## src/rtl/spawn_scheduler.sv

```systemverilog
// Spawn scheduler: paces block spawns per difficulty level and picks a
// lane from an external LFSR, avoiding repeats of the previous lane.
module spawn_scheduler #(
  parameter int unsigned LANES            = 5,
  parameter int unsigned BASE_INTERVAL    = 60,
  parameter int unsigned MIN_INTERVAL     = 12,
  parameter int unsigned LEVEL_STEP       = 4,
  parameter int unsigned SPAWNS_PER_LEVEL = 8,
  parameter int unsigned MAX_LEVEL        = 15
) (
  input  logic       clk,
  input  logic       reset,
  input  logic       run,
  input  logic       restart,
  input  logic       tick,
  input  logic [7:0] rnd,
  output logic       rnd_step,
  output logic       spawn_valid,
  input  logic       spawn_ready,
  output logic [2:0] spawn_lane,
  output logic [1:0] spawn_speed,
  output logic [3:0] level
);

  localparam logic [2:0] IDLE  = 3'd0;
  localparam logic [2:0] WAIT  = 3'd1;
  localparam logic [2:0] DRAW  = 3'd2;
  localparam logic [2:0] EVAL  = 3'd3;
  localparam logic [2:0] OFFER = 3'd4;

  logic [2:0] state_q, state_d;
  logic [7:0] count_q, count_d;
  logic [2:0] retry_q, retry_d;
  logic [2:0] lane_q, lane_d;
  logic [1:0] speed_q, speed_d;
  logic [3:0] level_q, level_d;
  logic [7:0] spcnt_q, spcnt_d;
  logic [2:0] last_q, last_d;
  logic       lastv_q, lastv_d;

  logic [2:0] cand;
  logic       reject;
  logic [2:0] forced;
  logic [1:0] speed_nx;
  logic       xfer;
  logic       lvl_up;
  logic [3:0] level_nx;
  logic [7:0] spcnt_nx;
  logic       unused_rnd;

  assign unused_rnd = ^rnd[5:3];

  // Floor compare done before subtracting so it never wraps
  function automatic logic [7:0] interval(input logic [3:0] l);
    int unsigned red;
    red = 32'(l) * LEVEL_STEP;
    if (BASE_INTERVAL >= MIN_INTERVAL + red)
      return 8'(BASE_INTERVAL - red);
    return 8'(MIN_INTERVAL);
  endfunction

  assign cand   = rnd[2:0];
  assign reject = (32'(cand) >= LANES) ||
                  (lastv_q && cand == last_q);
  assign forced = (32'(last_q) == LANES - 1) ?
                  3'd0 : last_q + 3'd1;
  assign speed_nx = (rnd[7:6] < level_q[3:2]) ?
                    rnd[7:6] : level_q[3:2];

  assign xfer     = (state_q == OFFER) && spawn_ready;
  assign lvl_up   = (32'(spcnt_q) == SPAWNS_PER_LEVEL - 1);
  assign spcnt_nx = lvl_up ? 8'd0 : spcnt_q + 8'd1;
  assign level_nx = (!lvl_up || 32'(level_q) >= MAX_LEVEL) ?
                    level_q : level_q + 4'd1;

  always_comb begin
    state_d = state_q;
    count_d = count_q;
    retry_d = retry_q;
    lane_d  = lane_q;
    speed_d = speed_q;
    level_d = level_q;
    spcnt_d = spcnt_q;
    last_d  = last_q;
    lastv_d = lastv_q;
    if (restart) begin
      state_d = IDLE;
      level_d = 4'd0;
      spcnt_d = 8'd0;
      retry_d = 3'd0;
      lastv_d = 1'b0;
    end else if (!run && state_q != IDLE) begin
      state_d = IDLE;
      retry_d = 3'd0;
      if (xfer) begin
        last_d  = lane_q;
        lastv_d = 1'b1;
        spcnt_d = spcnt_nx;
        level_d = level_nx;
      end
    end else begin
      unique case (1'b1)
        state_q == IDLE: begin
          if (run) begin
            count_d = interval(level_q);
            state_d = WAIT;
          end
        end
        state_q == WAIT: begin
          if (tick) begin
            if (count_q == 8'd1) state_d = DRAW;
            else count_d = count_q - 8'd1;
          end
        end
        state_q == DRAW: state_d = EVAL;
        state_q == EVAL: begin
          if (reject && retry_q != 3'd7) begin
            retry_d = retry_q + 3'd1;
            state_d = DRAW;
          end else begin
            lane_d  = reject ? forced : cand;
            speed_d = speed_nx;
            retry_d = 3'd0;
            state_d = OFFER;
          end
        end
        state_q == OFFER: begin
          if (spawn_ready) begin
            last_d  = lane_q;
            lastv_d = 1'b1;
            spcnt_d = spcnt_nx;
            level_d = level_nx;
            count_d = interval(level_nx);
            state_d = WAIT;
          end
        end
        default: state_d = IDLE;
      endcase
    end
  end

  always_ff @(posedge clk or posedge reset) begin
    if (reset) begin
      state_q <= IDLE;
      count_q <= 8'd0;
      retry_q <= 3'd0;
      lane_q  <= 3'd0;
      speed_q <= 2'd0;
      level_q <= 4'd0;
      spcnt_q <= 8'd0;
      last_q  <= 3'd0;
      lastv_q <= 1'b0;
    end else begin
      state_q <= state_d;
      count_q <= count_d;
      retry_q <= retry_d;
      lane_q  <= lane_d;
      speed_q <= speed_d;
      level_q <= level_d;
      spcnt_q <= spcnt_d;
      last_q  <= last_d;
      lastv_q <= lastv_d;
    end
  end

  assign rnd_step    = (state_q == DRAW);
  assign spawn_valid = (state_q == OFFER);
  assign spawn_lane  = lane_q;
  assign spawn_speed = speed_q;
  assign level       = level_q;

endmodule

```

## config.mk

```make
export PLATFORM = sky130hd
export DESIGN_NAME = spawn_scheduler
export DESIGN_NICKNAME = d
export VERILOG_FILES = /design/src/rtl/spawn_scheduler.sv
export SDC_FILE = /design/constraint.sdc
export NUM_CORES = 1
export LEC_CHECK = 0
export CAP_MARGIN = 20
export CORE_MARGIN = 4
export CORE_UTILIZATION = 57
export CTS_CLUSTER_DIAMETER = 150
export DETAILED_ROUTE_END_ITERATION = 7
export PLACE_DENSITY = 0.88
export SYNTH_ARGS = -nofsm -noshare
export SYNTH_HDL_FRONTEND = slang
export SYNTH_SLANG_ARGS = --single-unit
```

## constraint.sdc

```tcl
create_clock -name clk -period 2.45 [get_ports clk]
set_clock_uncertainty 0.15 [all_clocks]
set_input_delay 0.245 -clock clk [delete_from_list [all_inputs] [get_ports clk]]
set_output_delay 0.245 -clock clk [all_outputs]
set_load 0.1 [all_outputs]
```

Word level (Yosys, flattened, before mapping):

Index checks and enable logic that the tools add are counted.

* logic and storage cells: 121
* output and inout bits: 11
* bits of input ports: 14
* register bits: 35

* order comparisons: 5
* bitwise gates (word level): 3
* equality and inequality tests: 19
* muxes and demuxes: 55
* reduce and logical (&&, ||, !) cells: 21
* $add $sub $neg: 9

Operators with widths (count)
* $mux W8: 14
* $mux W3: 17
* $mux W4: 6
* $pmux W8 S3: 1
* $mux W1: 15
* $pmux W3 S5: 1
* $reduce_bool A3 Y1: 5
* $add A4 B6 Y7 const A: 2
* $ge A6 B7 Y1 const A: 2
* $sub A6 B6 Y7 const A: 2
* $reduce_and A4 Y1: 3
* $add A8 B1 Y8 const B: 1
* $eq A8 B1 Y1 const B: 1
* $eq A8 B3 Y1 const B: 1
* $ne A2 B2 Y1 const B: 4
* $ne A4 B4 Y1 const B: 2
* $sub A8 B1 Y8 const B: 1
* $reduce_and A7 Y1: 1
* $add A3 B1 Y3 const B: 2
* $eq A3 B2 Y1 const B: 2
* $eq A3 B3 Y1 const B: 2
* $ne A3 B3 Y1 const B: 2
* $add A4 B1 Y4 const B: 1
* $ge A4 B4 Y1 const B: 1
* other kinds (15): 23

Depth between registers and ports, before layout:

* depth after elaboration: 14
* depth in mapped cells: 9
* depth with buffers taken out: 7

Worst setup path after synthesis:

OpenSTA, ideal clock, no wires.

* path kind: register to output
* start point: reg state_q[0]
* end point: out rnd_step
* cell stages (with the launch flop): 4
* setup slack: -0.810 ns
* arrival time: 2.865 ns
* buffers on the path: 2
* cells stage by stage: dfrtp_1 > buf_4 > buf_2 > nor3b_1

* word-level cells in the longest chain between the ends: 1

Ends and longest elaborated chain
* start, declared: RTL line 31 `logic [2:0] state_q, state_d;`
* start signal, assigned: RTL line 154 `state_q <= state_d;`
* $eq A3 B2 Y1: RTL line 166 `assign rnd_step = (state_q == DRAW);`
* end, declared: RTL line 17 `output logic rnd_step,`

No other way between the ends.

Final worst setup path:

* start point: reg state_q[0]
* end point: reg count_q[2]

* word-level cells in the longest chain between the ends: 4
* elaborated cells on any way between the ends: 13
* classes of those cells: 6 x eq/ne; 1 x mux; 1 x bitwise; 5 x reduce/logical

Ends and longest elaborated chain
* parallel branches: the longest is 4 deep, another holds $reduce_and A7 Y1
* end signal, assigned: RTL line 155 `count_q <= count_d;`
* end, declared: RTL line 32 `logic [7:0] count_q, count_d;`

Parallel ways; which one is timed is not known.
A chain may end at the register's enable or synchronous reset.

==> results.sh <==
export IMPL_ys_seq_elements=35
export IMPL_dp_hpwl_um=3950
export IMPL_design_power_total_mw=1.58
export IMPL_core_area_um2=4030
export IMPL_layout_nets=312
export IMPL_die_x_um=72.7
export IMPL_fin_cells=338
export IMPL_initial_core_util_pct=59.3
export IMPL_post_route_period_util_pct=88.7
export IMPL_seq_area_frac_synth_pct=36.7
export IMPL_register_area_um2=876
export IMPL_critPathLaunch="state_q[0]"
export IMPL_post_cts_buffers=0
export IMPL_synth_edf_count=0
export IMPL_critical_path_class="reg -> reg"
export IMPL_timing_hold_worst_class="in -> async"
export IMPL_drc_errors=0
export IMPL_first_pass_iters=4
export IMPL_portBuffers=21
export IMPL_track_usage_pct=22.6
export IMPL_setup_tns_ns=0
export IMPL_netlist_instances=255
export IMPL_ys_warn_count=0
export IMPL_timing_final_hold_violations=0
export IMPL_routedWlPerCell_um=16.3
export IMPL_ant_nets=0
export IMPL_gp_congestion=0.855
export IMPL_cp_start_kind="flip-flop"
export IMPL_die_h_um=72.7
export IMPL_multi_input_area_um2=1420
export IMPL_cap_viol_max_count=0
export IMPL_routed_wirelength_um=5500
export IMPL_reg2reg_depth=5
export IMPL_grt_ovfl_total=0
export IMPL_finalSetupViolCount=0
export IMPL_num_fill_cells=304
export IMPL_rows=23
export IMPL_place_inst=330
export IMPL_clock_latency_ns=0.29
export IMPL_avgSynthCellArea_um2=9.36
export IMPL_antenna_found_initial=0
export IMPL_rsz0062_at_grt="no"
export IMPL_layout_drive_gt1_share_pct=19.4
export IMPL_required_ns=2.48
export IMPL_critPathCaptureType="flip-flop"
export IMPL_tightest_slew_ns=0.445
export IMPL_route_vias_total=2052
export IMPL_crit_end="count_q[2]"
export IMPL_cts_made_buffers=5
export IMPL_htree_levels=2
export IMPL_viasPerCell=6.07
export IMPL_rr_startpoint="state_q[0]"
export IMPL_synth_nets=280
export IMPL_place_area_um2=2690
export IMPL_syn_area_um2=2390
export IMPL_holdWs_ns=0.234
export IMPL_power_density_nw_per_um2=558
export IMPL_drv_slew=0
export IMPL_yosys_most_used_dff="dfrtp_1"
export IMPL_hold_buffers=0
export IMPL_die_area_um2=5290
export IMPL_grt_pass1_vias=2010
export IMPL_fin_crit_ns=2.17
export IMPL_clk_pin_slew_ns=0.08
export IMPL_diodes=0
export IMPL_max_slew_margin_pct=70.3
export IMPL_cts_path_max_buffers=2
export IMPL_cts_tree="built"
export IMPL_setup_slack_ns=0.276
export IMPL_grt_pass1_wl_um=9370
export IMPL_syn_to_final_growth_pct=18.3
export IMPL_grt_max_degree=36
export IMPL_r2r_end="count_q[2]"
export IMPL_timing_fmax_mhz=460
export IMPL_first_iter_violations=148
export IMPL_critPathMaxFanout=10
export IMPL_ys_types=62
export IMPL_pre_cts_ws_ns=0.195
export IMPL_final_util_pct=70.1
export IMPL_status="completed"
export IMPL_irDropWorstVdd_mv=0.534
export IMPL_ios=25
export IMPL_cts_resized=0
export IMPL_synth_async_reset_ratio_pct=100
export IMPL_clockRootBuffer="clkbuf_8"
export IMPL_fin_area_um2=2820
export IMPL_power_leakage_nw=1.25
export IMPL_clock_sinks=35
export IMPL_rrSetupSlack_ns=0.28
export IMPL_arrival_ns=2.20
-- kinds of logic (layout without fill, tap and decap cells) --
kind of cell,Yosys count,after routing,share of synthesized area [%]
muxes,13,13,5.92
buffers and inverters,21,54,4.24
AOI/OAI and AO/OA,61,61,18.7
adders and majority gates,11,11,5.77
DFF,35,35,36.7
xor gates and xnor gates,11,11,4.04
and+or+nand+nor,103,103,24.7
-- worst min path at each step --
stage | from | endpoint | slack (ns) | cells past startpoint
after floorplan | reset | count_q[0] | 0.25 | 1
after global placement | retry_q[1] | retry_q[1] | 0.33 | 1
after detailed placement | count_q[7] | count_q[7] | 0.34 | 1
after CTS | reset | last_q[0] | 0.25 | 3
after global routing | reset | last_q[0] | 0.30 | 3
final | reset | last_q[0] | 0.23 | 3
-- power by group --
part	total, mW	internal (mW)	switching (mW)	leakage, nW
clock network	0.623	0.406	0.217	0.0644
logic	0.292	0.126	0.167	0.739
registers	0.661	0.614	0.0469	0.451
-- Yosys cell counts (all sizes together), types with 4 or more instances --
cell,number,area [um^2]
a21oi,11,66.3
and3,4,25.0
buf,7,48.8
dfrtp,35,876
ha,11,138
inv,13,48.8
mux2,9,101
mux2i,4,40.0
nand2,23,86.3
nand2b,4,25.0
nand3,11,60.1
nor2,26,97.6
nor2b,4,25.0
nor3b,7,62.6
o21ai,16,83.8
o41ai,5,51.3
xnor2,6,52.6
xor2,5,43.8
-- state kept, by name, summed over array words and instances (netlist names) --
name	count
lastv_q	1
level	4
spawn_lane	3
last_q	3
state_q	3
retry_q	3
spawn_speed	2
spcnt_q	8
count_q	8
-- routing by layer --
layer	GRT usage (%)	routed length [um]	vias up	part of all wire, %
met5	0	0	-	0
met4	9.02	120	0	2.2
met3	3.86	239	13	4.3
met2	37.6	2660	66	48
met1	29.1	2490	980	45
li1	-	-	993	-
-- critical path, cell delays in order (launching register included) --
cell and delay, ns:
dfrtp_1 0.49, nor3b_2 0.34, o21ai_2 0.12, and2b_4 0.21, nor3_2 0.38, mux2_1 0.37
-- final cells by class --
class / count / share of cell area, %
multi-input cells: 199 / 50.1
flip-flops and latches: 35 / 31.0
repair buffers: 33 / 10.1
clock buffers: 5 / 2.44
clock inverters: 3 / 2.39
well taps: 50 / 2.22
inverters: 13 / 1.73
-- cells in the final DEF (no fill, tap or decap), types with 6 or more instances in the layout --
master,instances
a21oi_1,8
buf_4,22
clkdlybuf4s50_1,10
dfrtp_1,35
ha_1,11
inv_1,13
mux2_2,6
nand2_1,23
nand3_1,10
nor2_1,26
o21ai_0,12
xnor2_1,6
No activity file was read; power rests on OpenSTA's default activity.
